## config.mk

```make
export PLATFORM = sky130hd
export DESIGN_NAME = i2s_tx
export DESIGN_NICKNAME = d
export VERILOG_FILES = /design/src/rtl/psoc_audio_pkg.sv /design/src/rtl/i2s_clk_gen.sv /design/src/rtl/i2s_tx.sv
export SDC_FILE = /design/constraint.sdc
export NUM_CORES = 1
export LEC_CHECK = 0
export CAP_MARGIN = 30
export CORE_MARGIN = 8
export CORE_UTILIZATION = 50
export CTS_CLUSTER_DIAMETER = 40
export DETAILED_ROUTE_END_ITERATION = 8
export MAX_ROUTING_LAYER = met4
export PLACE_DENSITY = 0.75
export SLEW_MARGIN = 25
export SYNTH_ARGS = -nofsm -noshare
export SYNTH_HDL_FRONTEND = slang
export SYNTH_SLANG_ARGS = --single-unit
```

## constraint.sdc

```tcl
create_clock -name clk -period 1.6 [get_ports clk]
set_input_delay 0.4 -clock clk [delete_from_list [all_inputs] [get_ports clk]]
set_output_delay 0.4 -clock clk [all_outputs]
set_load 0.01 [all_outputs]
```

## src/rtl/psoc_audio_pkg.sv

```systemverilog
// Shared constants and helpers for the audio path: I2S frame geometry and
// the default clk/MCLK/SCLK ratios used by the transmitter and its bench.
package psoc_audio_pkg;

    // Frame geometry: two 32-bit slots per channel pair, one bit per slot.
    localparam int SLOT_BITS        = 32;
    localparam int FRAME_SLOTS      = 64;
    localparam int FRAME_SLOTS_LOG2 = 6;

    // Default sample width and clock ratios
    // (49.152 MHz clk -> 12.288 MHz MCLK -> 3.072 MHz SCLK -> 48 kHz LRCLK).
    localparam int DEF_SAMPLE_WIDTH       = 24;
    localparam int DEF_CLK_PER_MCLK_LOG2  = 2;
    localparam int DEF_MCLK_PER_SCLK_LOG2 = 2;

    // Width of the free-running frame counter for a given ratio pair.
    function automatic int counter_width(input int clk_per_mclk_log2,
                                         input int mclk_per_sclk_log2);
        return clk_per_mclk_log2 + mclk_per_sclk_log2 + FRAME_SLOTS_LOG2;
    endfunction

    // Build one 32-bit slot: a leading zero bit (the I2S one-bit delay),
    // then the sample MSB first, zero padded at the LSB end.
    function automatic logic [SLOT_BITS-1:0] slot_word(
        input logic [SLOT_BITS-2:0] sample,
        input int unsigned          width
    );
        return {1'b0, sample} << (SLOT_BITS - 1 - width);
    endfunction

endpackage

```

## src/rtl/i2s_clk_gen.sv

```systemverilog
// Frame counter and clock generator: derives registered MCLK, SCLK and
// LRCLK from one free-running counter, plus one-cycle-early strobes that
// let the transmitter update data on the same edge the clocks change.
module i2s_clk_gen
    import psoc_audio_pkg::*;
#(
    parameter int CLK_PER_MCLK_LOG2  = DEF_CLK_PER_MCLK_LOG2,
    parameter int MCLK_PER_SCLK_LOG2 = DEF_MCLK_PER_SCLK_LOG2
) (
    input  logic clk,
    input  logic arst,
    output logic mclk,
    output logic sclk,
    output logic lrclk,
    output logic frame_load,
    output logic bit_shift
);

    localparam int A = CLK_PER_MCLK_LOG2;
    localparam int B = CLK_PER_MCLK_LOG2 + MCLK_PER_SCLK_LOG2;
    localparam int W = counter_width(CLK_PER_MCLK_LOG2, MCLK_PER_SCLK_LOG2);

    logic [W-1:0] c;
    logic [W-1:0] c_next;

    assign c_next = c + W'(1);

    // Advance the counter and register every output from the next count,
    // so each output matches the count held in the same cycle.
    // NOTE: state is updated with non-blocking assignments so every flop
    // samples the pre-edge value of c regardless of statement order.
    always_ff @(posedge clk or negedge arst) begin
        if (!arst) begin
            c          <= '0;
            mclk       <= 1'b0;
            sclk       <= 1'b0;
            lrclk      <= 1'b0;
            frame_load <= 1'b0;
            bit_shift  <= 1'b0;
        end else begin
            c          <= c_next;
            mclk       <= c_next[A-1];
            sclk       <= c_next[B-1];
            lrclk      <= c_next[W-1];
            frame_load <= (c_next == '1);
            bit_shift  <= (c_next[B-1:0] == '1);
        end
    end

endmodule

```

## src/rtl/i2s_tx.sv

```systemverilog
// Stereo I2S master transmitter. Accepts left/right pairs over valid/ready
// into a one-entry pending buffer, loads them into a frame shift register
// at each frame boundary and shifts one bit per SCLK period onto i2s_sdata.
// Frames that start with no pending pair send silence and count an underrun.
module i2s_tx
    import psoc_audio_pkg::*;
#(
    parameter int SAMPLE_WIDTH       = DEF_SAMPLE_WIDTH,
    parameter int CLK_PER_MCLK_LOG2  = DEF_CLK_PER_MCLK_LOG2,
    parameter int MCLK_PER_SCLK_LOG2 = DEF_MCLK_PER_SCLK_LOG2
) (
    input  logic                    clk,
    input  logic                    arst,
    input  logic                    s_valid,
    output logic                    s_ready,
    input  logic [SAMPLE_WIDTH-1:0] s_left,
    input  logic [SAMPLE_WIDTH-1:0] s_right,
    output logic                    i2s_mclk,
    output logic                    i2s_sclk,
    output logic                    i2s_lrclk,
    output logic                    i2s_sdata,
    output logic                    underrun,
    output logic [15:0]             underrun_cnt
);

    localparam int SAMPLE_BITS = SLOT_BITS - 1;

    logic                    frame_load;
    logic                    bit_shift;
    logic                    pend_full;
    logic [SAMPLE_WIDTH-1:0] pend_left;
    logic [SAMPLE_WIDTH-1:0] pend_right;
    logic [FRAME_SLOTS-2:0]  shreg;
    logic [FRAME_SLOTS-1:0]  load_frame;
    logic [SAMPLE_BITS-1:0]  left_ext;
    logic [SAMPLE_BITS-1:0]  right_ext;
    logic                    transfer;

    i2s_clk_gen #(
        .CLK_PER_MCLK_LOG2 (CLK_PER_MCLK_LOG2),
        .MCLK_PER_SCLK_LOG2(MCLK_PER_SCLK_LOG2)
    ) u_clk_gen (
        .clk       (clk),
        .arst      (arst),
        .mclk      (i2s_mclk),
        .sclk      (i2s_sclk),
        .lrclk     (i2s_lrclk),
        .frame_load(frame_load),
        .bit_shift (bit_shift)
    );

    // Ready is held low while reset is asserted and otherwise tracks the
    // pending buffer, so a pair can be accepted on the first clock after
    // release.
    assign s_ready  = arst && !pend_full;
    assign transfer = s_valid && s_ready;

    assign left_ext  = SAMPLE_BITS'(pend_left);
    assign right_ext = SAMPLE_BITS'(pend_right);

    // Assemble the next frame: the pending pair if present, else silence.
    // NOTE: load_frame gets a default before the conditional so no path
    // leaves it unassigned, which would otherwise infer a latch.
    always_comb begin
        load_frame = '0;
        if (pend_full) begin
            load_frame = {slot_word(left_ext, SAMPLE_WIDTH),
                          slot_word(right_ext, SAMPLE_WIDTH)};
        end
    end

    // Pending buffer: filled by a handshake, emptied by a frame load.
    // A handshake and a load never coincide while full because ready is low.
    always_ff @(posedge clk or negedge arst) begin
        if (!arst) begin
            pend_full  <= 1'b0;
            pend_left  <= '0;
            pend_right <= '0;
        end else begin
            if (frame_load && pend_full) begin
                pend_full <= 1'b0;
            end
            if (transfer) begin
                pend_full  <= 1'b1;
                pend_left  <= s_left;
                pend_right <= s_right;
            end
        end
    end

    // Frame shift register: load at the frame boundary (slot 0 goes straight
    // to the pin), otherwise shift one slot at each SCLK falling edge.
    always_ff @(posedge clk or negedge arst) begin
        if (!arst) begin
            shreg     <= '0;
            i2s_sdata <= 1'b0;
        end else if (frame_load) begin
            shreg     <= load_frame[FRAME_SLOTS-2:0];
            i2s_sdata <= load_frame[FRAME_SLOTS-1];
        end else if (bit_shift) begin
            shreg     <= {shreg[FRAME_SLOTS-3:0], 1'b0};
            i2s_sdata <= shreg[FRAME_SLOTS-2];
        end
    end

    // Underrun pulse for the first cycle of a frame that had no pending
    // pair, plus a saturating event counter.
    always_ff @(posedge clk or negedge arst) begin
        if (!arst) begin
            underrun     <= 1'b0;
            underrun_cnt <= '0;
        end else begin
            underrun <= frame_load && !pend_full;
            if (frame_load && !pend_full && (underrun_cnt != 16'hFFFF)) begin
                underrun_cnt <= underrun_cnt + 16'd1;
            end
        end
    end

endmodule

```

==> run_summary.xml <==
<?xml version="1.0" encoding="UTF-8"?>
<metrics>
  <group name="setup_path">
    <metric name="start_kind" unit="">register</metric>
    <metric name="cp_max_fo" unit="">2</metric>
    <metric name="crit-reg2reg-capture" unit="">u_clk_gen.frame_load</metric>
    <metric name="cp-endpoint" unit="">u_clk_gen.frame_load</metric>
    <metric name="endpoint_kind" unit="">register</metric>
    <metric name="timing.rr.start" unit="">u_clk_gen.c[1]</metric>
    <metric name="rrSetupSlack" unit="ps">-170</metric>
    <metric name="required" unit="ps">1940</metric>
    <metric name="critical_path_arrival" unit="ps">2100</metric>
    <metric name="reg2regPathDepth" unit="">5</metric>
    <metric name="worst_setup_path_startpoint" unit="">u_clk_gen.c[1]</metric>
    <metric name="timing_worst_setup_path_type" unit="">reg2reg</metric>
  </group>
  <group name="timing">
    <metric name="tightestPinTransition" unit="ps">586.7</metric>
    <metric name="timing_max_transition_violations_final" unit="">0</metric>
    <metric name="relative_max_transition_margin" unit="%">60.89</metric>
    <metric name="report.final.hold_viol_count" unit="">0</metric>
    <metric name="clock-skew-final" unit="ps">7.246</metric>
    <metric name="fin_worst_hold_slack" unit="ps">476.1</metric>
    <metric name="timing.final.ws_setup" unit="ps">-167.1</metric>
    <metric name="fmax" unit="MHz">565.9</metric>
    <metric name="timing.final.crit_share" unit="%">110.4</metric>
    <metric name="rsz0062_at_grt" unit="">true</metric>
    <metric name="setup_violations" unit="">4</metric>
    <metric name="finalSetupTns" unit="ps">-325.6</metric>
    <metric name="timing.final.crit_period" unit="ps">1767</metric>
  </group>
  <group name="yosys">
    <metric name="yosys.area.top_type" unit="">sky130_fd_sc_hd__dfrtp_1</metric>
    <metric name="syn-instance-count" unit="">470</metric>
    <metric name="synth.cell_area" unit="um^2">5712</metric>
    <metric name="synth_ff_type" unit="">sky130_fd_sc_hd__dfrtp_1</metric>
    <metric name="synth_largest_type_area_fraction" unit="%">59.15</metric>
    <metric name="synth_area_leaders" unit="">sky130_fd_sc_hd__dfrtp_1 (59%), sky130_fd_sc_hd__mux2i_1 (10%), sky130_fd_sc_hd__mux2_2 (9.7%)</metric>
    <metric name="asyncSetResetFlopFracSynth" unit="%">100.0</metric>
    <metric name="sequential_cell_area_fraction_in_the_yosys_report" unit="%">59.15</metric>
    <metric name="postSynthAreaPerCell" unit="um^2">12.15</metric>
    <metric name="synthesis.nets" unit="">524</metric>
    <metric name="post_synth_edffs" unit="">0</metric>
    <metric name="yosys_register_bits" unit="">135</metric>
    <metric name="yosysUniqueCellTypes" unit="">39</metric>
    <metric name="yosysWarnings" unit="">0</metric>
  </group>
  <group name="drt">
    <metric name="met1Wirelength" unit="um">5226</metric>
    <metric name="vias" unit="">3900</metric>
    <metric name="post_drt_wl_per_cell" unit="um">15.98</metric>
    <metric name="detailedRoute.firstPassIterationCount" unit="">4</metric>
    <metric name="dr_wl_met2" unit="um">6013</metric>
    <metric name="antenna_violating_nets_post_route" unit="">0</metric>
    <metric name="met3RoutedLength" unit="um">474</metric>
    <metric name="detail_route.vias_per_cell" unit="">5.242</metric>
    <metric name="wl" unit="um">11890</metric>
    <metric name="detailedRoute.firstIterationViolations" unit="">266</metric>
    <metric name="route.detailed.drc" unit="">0</metric>
    <metric name="dr.max_layer_used" unit="">met4</metric>
  </group>
  <group name="global_route">
    <metric name="number_of_antenna_violations_at_the_first_check_in_global_routing" unit="">0</metric>
    <metric name="grtUsageTotal" unit="%">17.36</metric>
    <metric name="first_global_vias" unit="">4239</metric>
    <metric name="grt_first_pass_wirelength" unit="um">20160</metric>
    <metric name="grt.overflow.total" unit="">0</metric>
    <metric name="largest_net_degree_at_the_start_of_global_routing" unit="">67</metric>
  </group>
  <group name="cells_and_area">
    <metric name="most-common-layout-cells" unit="">sky130_fd_sc_hd__dfrtp_1 (127), sky130_fd_sc_hd__nand2_1 (61), sky130_fd_sc_hd__mux2i_1 (57), sky130_fd_sc_hd__o21ai_0 (51)</metric>
    <metric name="fin_nets" unit="">643</metric>
    <metric name="fin_area" unit="um^2">7576</metric>
    <metric name="most_frequent_standard_cell_in_the_layout_excluding_fill_and_tap_cells" unit="">sky130_fd_sc_hd__dfrtp_1</metric>
    <metric name="drive_above_1_share" unit="%">29.12</metric>
    <metric name="layout-area-overhead-vs-synth" unit="%">32.64</metric>
    <metric name="num_antenna_cells" unit="">0</metric>
  </group>
  <group name="placed_design">
    <metric name="detailed_place_hpwl" unit="um">7700</metric>
    <metric name="globalplace.congestion" unit="">0.8655</metric>
    <metric name="io_buffers" unit="">72</metric>
    <metric name="placed_area" unit="um^2">6919</metric>
  </group>
  <group name="clock_network">
    <metric name="clock_tree.buffer_depth" unit="">2</metric>
    <metric name="numCtsBuffers" unit="">17</metric>
    <metric name="worst_skew_pair.late_latency" unit="ps">410</metric>
    <metric name="cts_root_buffer" unit="">sky130_fd_sc_hd__clkbuf_16</metric>
    <metric name="clkSinkCount" unit="">135</metric>
    <metric name="cts_tree" unit="">done</metric>
    <metric name="worst_setup_hold_path_clk_slew" unit="ps">50</metric>
    <metric name="clock_tree.htree_level_count" unit="">4</metric>
  </group>
  <group name="pwr">
    <metric name="power_per_cell_area" unit="nW/um^2">959.7</metric>
    <metric name="power.total" unit="uW">7271</metric>
    <metric name="max-vdd-ir-drop" unit="uV">1395</metric>
    <metric name="static-leakage-power" unit="uW">0.003515</metric>
  </group>
  <group name="floorplan">
    <metric name="start_util" unit="%">50.67</metric>
    <metric name="die-width" unit="um">122.9</metric>
    <metric name="design.portCount" unit="">73</metric>
    <metric name="die-area" unit="um^2">15100</metric>
    <metric name="die-height" unit="um">122.9</metric>
    <metric name="fp_rows" unit="">39</metric>
    <metric name="core" unit="um^2">11270</metric>
  </group>
  <group name="hold_path">
    <metric name="hold_path_class" unit="">reg2reg</metric>
    <metric name="whs_path_depth" unit="">2</metric>
  </group>
  <group name="run">
    <metric name="max-cap-violations" unit="">0</metric>
  </group>
  <group name="outcome">
    <metric name="violations" unit="">negative setup slack</metric>
    <metric name="outcome" unit="">finished with violations</metric>
  </group>
</metrics>
-- what timing repair did --
action                                  CTS  global route
hold endpoints to repair                 11             0
hold buffers                              1             0
gates resized for setup                  59            27
endpoints found under the setup margin   42           166
buffers inserted                          5             2
pin swaps                                 5             7
-- stage by stage --
| step | instances | worst slack (ps) | util, % |
|---|---|---|---|
| 6_report | 744 | -167.1 | 67.21 |
| 5_1_grt | 744 | -235.5 | 67.21 |
| 4_1_cts | 742 | -172.4 | 66.74 |
| 3_5_place_dp | 705 | -108.8 | 61.38 |
| 3_3_place_gp | 705 | -99.78 | 61.38 |
| 2_1_floorplan | 470 | -166.7 | - |
-- layout make-up --
type / instances / area, um^2
Tap cell: 143 / 178.9
Timing Repair Buffer: 124 / 1111
Clock inverter: 9 / 77.57
Fill cell: 821 / 3696
Multi-Input combinational cell: 305 / 2331
Sequential cell: 135 / 3391
Inverter: 6 / 22.52
Clock buffer: 22 / 464.2
-- critical path, stage by stage, from the launching register on --
cell and delay [ps]:
sky130_fd_sc_hd__dfrtp_2 360, sky130_fd_sc_hd__buf_6 110, sky130_fd_sc_hd__nand4_4 80, sky130_fd_sc_hd__or4_4 490, sky130_fd_sc_hd__a222oi_1 410, sky130_fd_sc_hd__and4b_1 240
-- state kept, by name, indices dropped and copies added (netlist names), 10 cells and up --
| register | count |
|---|---|
| u_clk_gen.c | 10 |
| shreg | 56 |
| pend_left | 24 |
| pend_right | 24 |
| underrun_cnt | 16 |
-- cells in the mapped netlist (7+ instances only) --
library cell	n
sky130_fd_sc_hd__buf_2	7
sky130_fd_sc_hd__nor2_1	15
sky130_fd_sc_hd__nand3_1	9
sky130_fd_sc_hd__clkbuf_1	16
sky130_fd_sc_hd__dfrtp_1	135
sky130_fd_sc_hd__mux2_2	49
sky130_fd_sc_hd__xor2_1	9
sky130_fd_sc_hd__o21ai_0	51
sky130_fd_sc_hd__nand2_1	62
sky130_fd_sc_hd__mux2i_1	57
sky130_fd_sc_hd__nand4_1	7
-- power breakdown --
part / switching [uW] / internal, uW / leakage (uW)
sequential: 24.3 / 3460 / 0.00183
clock: 1350 / 2190 / 0.000262
combinational: 94.6 / 148 / 0.00142
total: 1470 / 5800 / 0.00351
-- worst min path at each step --
stage / to / slack, ps / startpoint
after floorplan: i2s_sdata / 100 / arst
after global placement: underrun_cnt[11] / 340 / arst
after detailed placement: underrun_cnt[11] / 340 / arst
after CTS: underrun_cnt[6] / 470 / arst
after global routing: underrun_cnt[6] / 500 / arst
final: shreg[51] / 480 / pend_left[12]
-- cells by family after synthesis --
kind of cell	count (synthesis)	share of synthesized area [%]
simple gates	119	10.16
flops	135	59.15
compound gates	61	5.696
fa+ha+maj	3	0.6572
buf+inv	30	2.125
mux	107	19.91
xor+xnor	15	2.300
-- metal layers --
metal / global-route usage [%] / vias up
met1: 20.66 / 1925
met5: - / -
met4: 7.235 / 0
li1: - / 1874
met3: 4.232 / 15
met2: 27.76 / 86
No activity file was read; power rests on OpenSTA's default activity.
